### config.mk
export PLATFORM = sky130hd
export DESIGN_NAME = box_move_ctrl
export DESIGN_NICKNAME = d
export VERILOG_FILES = /design/src/rtl/box_move_ctrl.sv
export SDC_FILE = /design/constraint.sdc
export NUM_CORES = 1
export LEC_CHECK = 0
export CORE_MARGIN = 1.5
export CORE_UTILIZATION = 50
export CTS_BUF_LIST = sky130_fd_sc_hd__clkbuf_2
export CTS_CLUSTER_DIAMETER = 100
export DETAILED_ROUTE_END_ITERATION = 12
export HOLD_SLACK_MARGIN = 0.1
export PLACE_DENSITY = 0.78
export SYNTH_ARGS = -nofsm -noshare
export SYNTH_HDL_FRONTEND = slang
export SYNTH_SLANG_ARGS = --single-unit
export TNS_END_PERCENT = 5
### constraint.sdc
create_clock -name rfr_clk -period 3.65 [get_ports rfr_clk]
set_input_delay 0.365 -clock rfr_clk [delete_from_list [all_inputs] [get_ports rfr_clk]]
set_output_delay 0.365 -clock rfr_clk [all_outputs]
set_load 0.005 [all_outputs]
### src/rtl/box_move_ctrl.sv
// Frame-paced move-command sequencer for the two-box pixel generator:
// first move, repeat delay, auto-repeat and an idle-triggered demo walk.
module box_move_ctrl #(
  parameter int REPEAT_DLY   = 15,
  parameter int IDLE_TIMEOUT = 600,
  parameter int AUTO_STEP    = 64
) (
  input  logic       rfr_clk,
  input  logic       reset,
  input  logic       v_sync,
  input  logic [3:0] btn_dir,
  input  logic       sel_box1,
  input  logic       sel_box2,
  input  logic       speed_sw,
  input  logic       demo_en,
  output logic       move_box1,
  output logic       move_box2,
  output logic [4:0] move_dir,
  output logic       speed,
  output logic [1:0] mode
);

  localparam int RW = $clog2(REPEAT_DLY) + 1;
  localparam logic [RW-1:0] RPT_LAST  = RW'(REPEAT_DLY - 1);
  localparam logic [9:0]    IDLE_LAST = 10'(IDLE_TIMEOUT - 1);
  localparam logic [5:0]    STEP_LAST = 6'(AUTO_STEP - 1);

  localparam logic [3:0] D_RIGHT = 4'b0001;
  localparam logic [3:0] D_UP    = 4'b0010;
  localparam logic [3:0] D_DOWN  = 4'b0100;
  localparam logic [3:0] D_LEFT  = 4'b1000;

  typedef enum logic [2:0] {
    IDLE,
    FIRST,
    WAIT,
    REPEAT,
    AUTO
  } state_t;

  state_t        state, state_n;
  logic          v_sync_d;
  logic          frame_tick;
  logic [3:0]    cur_dir, cur_dir_n;
  logic [RW-1:0] rpt_cnt, rpt_cnt_n;
  logic [9:0]    idle_cnt, idle_cnt_n;
  logic [5:0]    step_cnt, step_cnt_n;
  logic [3:0]    enc;
  logic          pressed;
  logic          b1_n, b2_n, spd_n;
  logic [3:0]    dir_n;
  logic [1:0]    mode_n;

  assign frame_tick = v_sync & ~v_sync_d;
  assign pressed    = |btn_dir;

  function automatic logic [3:0] next_auto(input logic [3:0] d);
    logic [3:0] r;
    unique case (d)
      D_RIGHT: r = D_DOWN;
      D_DOWN:  r = D_LEFT;
      D_LEFT:  r = D_UP;
      default: r = D_RIGHT;
    endcase
    return r;
  endfunction

  always_comb begin
    enc = 4'b0000;
    priority case (1'b1)
      btn_dir[0]: enc = D_RIGHT;
      btn_dir[3]: enc = D_LEFT;
      btn_dir[2]: enc = D_DOWN;
      btn_dir[1]: enc = D_UP;
      default:    enc = 4'b0000;
    endcase
  end

  // Next state and counters, evaluated as if this cycle were a frame tick.
  always_comb begin
    state_n    = state;
    cur_dir_n  = cur_dir;
    rpt_cnt_n  = rpt_cnt;
    step_cnt_n = 6'd0;
    unique case (state)
      IDLE: begin
        if (pressed) begin
          state_n = FIRST;
        end else if (demo_en && idle_cnt >= IDLE_LAST) begin
          state_n   = AUTO;
          cur_dir_n = D_RIGHT;
        end
      end
      FIRST, WAIT, REPEAT: begin
        if (!pressed) begin
          state_n = IDLE;
        end else if (enc != cur_dir) begin
          state_n = FIRST;
        end else if (state == FIRST) begin
          state_n   = WAIT;
          rpt_cnt_n = '0;
        end else if (state == WAIT) begin
          if (rpt_cnt == RPT_LAST) begin
            state_n   = REPEAT;
            rpt_cnt_n = '0;
          end else begin
            rpt_cnt_n = rpt_cnt + 1'b1;
          end
        end
      end
      AUTO: begin
        if (pressed) begin
          state_n = FIRST;
        end else if (!demo_en) begin
          state_n = IDLE;
        end else if (step_cnt == STEP_LAST) begin
          cur_dir_n = next_auto(cur_dir);
        end else begin
          step_cnt_n = step_cnt + 6'd1;
        end
      end
      default: state_n = IDLE;
    endcase
    if (state_n == FIRST)
      cur_dir_n = enc;
    if (state == IDLE && state_n == IDLE)
      idle_cnt_n = (idle_cnt == 10'h3ff) ? idle_cnt : idle_cnt + 10'd1;
    else
      idle_cnt_n = 10'd0;
  end

  always_comb begin
    b1_n   = 1'b0;
    b2_n   = 1'b0;
    spd_n  = 1'b0;
    dir_n  = 4'b0000;
    mode_n = 2'd1;
    unique case (state_n)
      IDLE: mode_n = 2'd0;
      FIRST, REPEAT: begin
        b1_n  = sel_box1;
        b2_n  = sel_box2;
        spd_n = speed_sw;
        dir_n = enc;
      end
      AUTO: begin
        b1_n   = 1'b1;
        b2_n   = 1'b1;
        dir_n  = cur_dir_n;
        mode_n = 2'd2;
      end
      default: mode_n = 2'd1;
    endcase
  end

  always_ff @(posedge rfr_clk or posedge reset) begin
    if (reset) begin
      v_sync_d  <= 1'b0;
      state     <= IDLE;
      cur_dir   <= 4'b0000;
      rpt_cnt   <= '0;
      idle_cnt  <= 10'd0;
      step_cnt  <= 6'd0;
      move_box1 <= 1'b0;
      move_box2 <= 1'b0;
      move_dir  <= 5'b00000;
      speed     <= 1'b0;
      mode      <= 2'd0;
    end else begin
      v_sync_d <= v_sync;
      if (frame_tick) begin
        state     <= state_n;
        cur_dir   <= cur_dir_n;
        rpt_cnt   <= rpt_cnt_n;
        idle_cnt  <= idle_cnt_n;
        step_cnt  <= step_cnt_n;
        move_box1 <= b1_n;
        move_box2 <= b2_n;
        move_dir  <= {1'b0, dir_n};
        speed     <= spd_n;
        mode      <= mode_n;
      end
    end
  end

endmodule

After elaboration in Yosys (flattened, before gate mapping)
Index checks and enable logic that the tools add are counted.
{"block": "word_totals", "ff_bits": 38, "input_bits": 11, "out_inout_bits": 10, "elab_cells": 79}
{"block": "classes", "n_addsub": 3, "magnitude_cmp": 1, "eq_ne": 15, "n_mux": 36, "n_bitwise": 3, "n_reduce_logical": 10}
{"cell": "$mux W4", "n": 8}
{"cell": "$mux W3", "n": 10}
{"cell": "$mux W6", "n": 4}
{"cell": "$mux W10", "n": 2}
{"cell": "$pmux W4 S2", "n": 2}
{"cell": "$mux W5", "n": 3}
{"cell": "$pmux W4 S3", "n": 1}
{"cell": "$add A10 B1 Y10 const B", "n": 1}
{"cell": "$eq A10 B10 Y1 const B", "n": 1}
{"cell": "$ge A10 B10 Y1 const B", "n": 1}
{"cell": "$eq A3 B2 Y1 const B", "n": 3}
{"cell": "$pmux W3 S3", "n": 1}
{"cell": "$add A6 B1 Y6 const B", "n": 1}
{"cell": "$eq A3 B1 Y1 const B", "n": 2}
{"cell": "$eq A3 B3 Y1 const B", "n": 2}
{"cell": "$eq A6 B6 Y1 const B", "n": 1}
{"cell": "$logic_not A3 Y1", "n": 2}
{"cell": "$add A5 B1 Y5 const B", "n": 1}
{"cell": "$eq A5 B4 Y1 const B", "n": 1}
{"cell": "$reduce_and A5 Y1", "n": 1}
{"cell": "$eq A4 B1 Y1 const B", "n": 1}
{"cell": "$eq A4 B3 Y1 const B", "n": 1}
{"cell": "$eq A4 B4 Y1 const B", "n": 1}
{"cell": "$ne A4 B4 Y1", "n": 1}
{"cell": "other kinds (13)", "n": 16}

Depth between registers and ports, before layout
{"block": "depth", "word_depth": 12, "mapped_depth": 8, "mapped_depth_nobuf": 8}

Least setup slack after synthesis
No wires, ideal clock.
{"block": "synth_timing", "path_type": "input -> register", "startpoint": "input btn_dir[0]", "endpoint": "register cur_dir[1]", "setup_time_ns": 0.126, "arrival_time_ns": 2.246, "t_required_ns": 3.524, "path_slack_ns": 1.278, "cell_stages": 7, "n_path_buf": 1, "cell_sequence": "buf_6 or3b_4 or4b_4 a311oi_4 o21ai_2 and3_1 a221o_1"}
{"block": "synth_via", "elab_chain_cells": 7, "word_cells_on_any_way": 13, "classes_between": "2 x eq/ne; 10 x mux; 1 x reduce/logical"}
{"element": "start, declared", "line_no": "11", "text": "input logic [3:0] btn_dir,"}
{"element": "$mux W4", "line_no": "70", "text": "priority case (1'b1)"}
{"element": "$ne A4 B4 Y1", "line_no": "97", "text": "end else if (enc != cur_dir) begin"}
{"element": "$mux W3", "line_no": "97"}
{"element": "$mux W3", "line_no": "95", "text": "if (!pressed) begin"}
{"element": "$pmux W3 S3", "line_no": "85", "text": "unique case (state)"}
{"element": "$eq A3 B1 Y1", "line_no": "124", "text": "if (state_n == FIRST)"}
{"element": "$mux W4 *", "line_no": "124"}
{"element": "end signal, assigned", "line_no": "173", "text": "cur_dir <= cur_dir_n;"}
{"element": "end, declared", "line_no": "44", "text": "logic [3:0] cur_dir, cur_dir_n;"}
Every way passes the cells marked *; elsewhere a longest branch is shown, timed or not.
A chain may end at the register's enable or synchronous reset.

Final worst setup path
{"block": "layout_timing", "startpoint": "input btn_dir[0]", "endpoint": "register cur_dir[3]"}
Same word-level chain as after synthesis.

==> impl_metrics.yaml <==
run_status:
  status: "finished clean"
place:
  postPlaceCellArea_um2: 2520
  dp_hpwl_um: 3470
  gp_congestion: 0.892
  io_buffers: 19
route:
  drt-initial-drc-count: 101
  viasPerCell: 6.05
  post_drt_wl_per_cell_um: 15.3
  drc_errors: 0
  final_antenna_net_count: 0
  routed_wl_um: 5070
  drtPass1Iterations: 4
  vias: 2010
final_layout:
  fillers: 380
  fin_nets: 294
  drive_gt1_share_pct: 9.64
  stdcell_area_um2: 2610
  utilization_pct: 59.6
  diodes: 0
  syn2layout_area_growth_pct: 13.7
clock_network:
  clock-sinks: 38
  cts_buffer_depth: 2
  htree_levels: 2
  cts_resized: 0
  clock_latency_ps: 420
  path_clk_slew_ps: 230
  cts_tree: "yes"
  hold_buffers: 0
  cts_root_buffer: "clkbuf_2"
  postCtsSetupBuffers: 0
  numCtsBuffers: 5
worst_setup_path:
  critPathTopFamily: "simple AND/OR/NAND/NOR gates"
  critPathLaunchType: "input port"
  crit_type: "input port to flip-flop"
  cp_max_fo: 9
  crit_buf_inv: 1
  cp_cell_sequence: "clkdlybuf4s50_1 -> or3b_4 -> or4b_4 -> a311oi_4 -> nor2_1 -> nor4_1 -> a311oi_1"
  slowest_delay_ps: 560
  critPathSlowestCell: "clkdlybuf4s50_1"
  end_kind: "flip-flop"
  required_ps: 3950
  cp.arrival_ps: 2870
yosys:
  syn-num-nets: 279
  ys_ff_latch: 38
  synth_edf_count: 0
  yosys.area.top_type: "dfrtp_1"
  synth_top_area_share_pct: 41.4
  synth.distinct_cells: 59
  avgSynthCellArea_um2: 8.70
  ys_warn_count: 0
  ys_top_cells_by_area: "dfrtp_1 41%, o21ai_0 5.9%, nor2_1 5.2%"
  synth_flop_cell: "dfrtp_1"
  syn_area_um2: 2300
  async_flop_share_pct: 100
  ys_seq_area_share_pct: 41.4
  yosysMostFrequentCell: "dfrtp_1"
  synth_commonest_cells: "38 x dfrtp_1, 32 x nor2_1, 27 x o21ai_0, 24 x nand2_1, 17 x nand3_1"
  syn_inst: 264
worst_hold_path:
  hold_path_class: "input port to async pin"
die:
  io_pins: 21
  core_um2: 4380
  die_h_um: 70.8
  fp-row-count: 24
  dieArea_um2: 5010
  die_w_um: 70.8
  start_util_pct: 52.4
power_and_ir_drop:
  power_frac_comb_pct: 22.7
  peakVddDrop_mv: 0.284
  seq_power_share_pct: 47.1
  swShare_pct: 32.0
  p_int_mw: 0.773
  cellPowerDensity_nw_per_um2: 435
  p_clk_share_pct: 30.1
  p_switching_mw: 0.363
  power.leakage_nw: 1.08
sta:
  maxSlewViolCount: 0
  worstMarginPinSlew_ps: 602
  skew_ps: 24.6
  fin_crit_ps: 2570
  fmax_mhz: 390
  hold_viol_final: 0
  finalSetupTns_ps: 0
  fin_crit_sh_pct: 70.3
  rsz0062_at_grt: "false"
  setup_viol: 0
  slew_headroom_pct: 59.9
run:
  drv_cap: 0
global_route:
  antenna_found_initial: 0
  grt_pass1_wl_um: 8800
  grt_start_max_net_pins: 39
  gr-total-overflow: 0
  grt_pass1_vias: 1872
  track_usage_pct: 21.9
[metrics by stage]
| stage | cells | total power, mW | worst slack, ps | hold slack, ps |
|---|---|---|---|---|
| after detailed placement | 324 | 0.798 | 685 | 462 |
| after floorplan | 264 | 0.708 | 1280 | 396 |
| after global routing | 332 | 1.20 | 1040 | 306 |
| final | 332 | 1.14 | 1080 | 328 |
| after global placement | 324 | 0.790 | 744 | 464 |
| after CTS | 332 | 1.14 | 1140 | 335 |
[worst min-delay path, stage by stage]
cell,delay (ps)
clkdlybuf4s50_1,400
inv_1,50
buf_4,410
[cells by family after synthesis]
| kind of cell | synth area share, % |
|---|---|
| adder cells (fa/ha/maj) | 2.18 |
| flip-flops | 41.4 |
| multiplexers | 0.926 |
| XOR/XNOR | 3.81 |
| AO/OA/AOI/OAI | 19.6 |
| other | 0.163 |
| AND/OR/NAND/NOR | 28.0 |
| buffers and inverters | 3.98 |
[layout by cell type, fill, tap and decap left out, drive strengths merged, types with 5 or more instances in the layout]
| master | netlist | final |
|---|---|---|
| nand3 | 17 | 17 |
| dfrtp | 38 | 38 |
| o21ai | 28 | 28 |
| inv | 5 | 5 |
| buf | 3 | 5 |
| nand2b | 6 | 6 |
| o31ai | 5 | 5 |
| xnor2 | 6 | 6 |
| nor3 | 5 | 5 |
| clkbuf | 13 | 5 |
| nand2 | 24 | 24 |
| and3 | 7 | 7 |
| nor2 | 32 | 32 |
| nand4 | 9 | 9 |
| clkdlybuf4s50 | 0 | 19 |
| a21oi | 7 | 7 |
[sequential cells by signal, summed over array words and instances (netlist names), 2 cells and up]
| name | flops |
|---|---|
| cur_dir | 4 |
| state | 3 |
| mode | 2 |
| rpt_cnt | 5 |
| idle_cnt | 10 |
| move_dir | 4 |
| step_cnt | 6 |
[layer usage]
layer | global-route usage, % | share of wire (%)
met5 | 0 | 0
met4 | 7.55 | 1.2
met3 | 6.55 | 5.4
met2 | 32.2 | 45
met1 | 31.0 | 48
[cell type report]
cell class	instances	area, um^2	area share (%)
sequential	38	951	36.4
inverter	5	18.8	0.719
tap	52	65.1	2.49
multi-input combinational	205	1250	48.1
clock inverter	3	68.8	2.64
clock buffer	5	25.0	0.958
timing repair buffer	24	228	8.72
[path summary, 6_finish.rpt]
path	start	endpoint	slack, ps	depth (start not counted)
worst max register to register	cur_dir[0]$_DFFE_PP0P_	cur_dir[3]$_DFFE_PP0P_	1280	6
min in group rfr_clk	v_sync	v_sync_d$_DFF_PP0_	430	1
max in group asynchronous	reset	step_cnt[5]$_DFFE_PP0P_	2970	3
worst min register to register	step_cnt[5]$_DFFE_PP0P_	step_cnt[5]$_DFFE_PP0P_	490	1
worst min-delay path	reset	move_dir[3]$_DFFE_PP0P_	330	3
worst max-delay path	btn_dir[0]	cur_dir[3]$_DFFE_PP0P_	1080	7
[power groups by stage]
| stage | combinational [mW] | sequential, mW | clock (mW) |
|---|---|---|---|
| 5_1_grt | 0.288 | 0.545 | 0.370 |
| 4_1_cts | 0.258 | 0.534 | 0.350 |
| 3_3_place_gp | 0.250 | 0.540 | 0 |
| 3_5_place_dp | 0.257 | 0.542 | 0 |
| 6_report | 0.258 | 0.536 | 0.342 |
| 2_1_floorplan | 0.202 | 0.507 | 0 |
No activity file was read; power rests on OpenSTA's default activity.
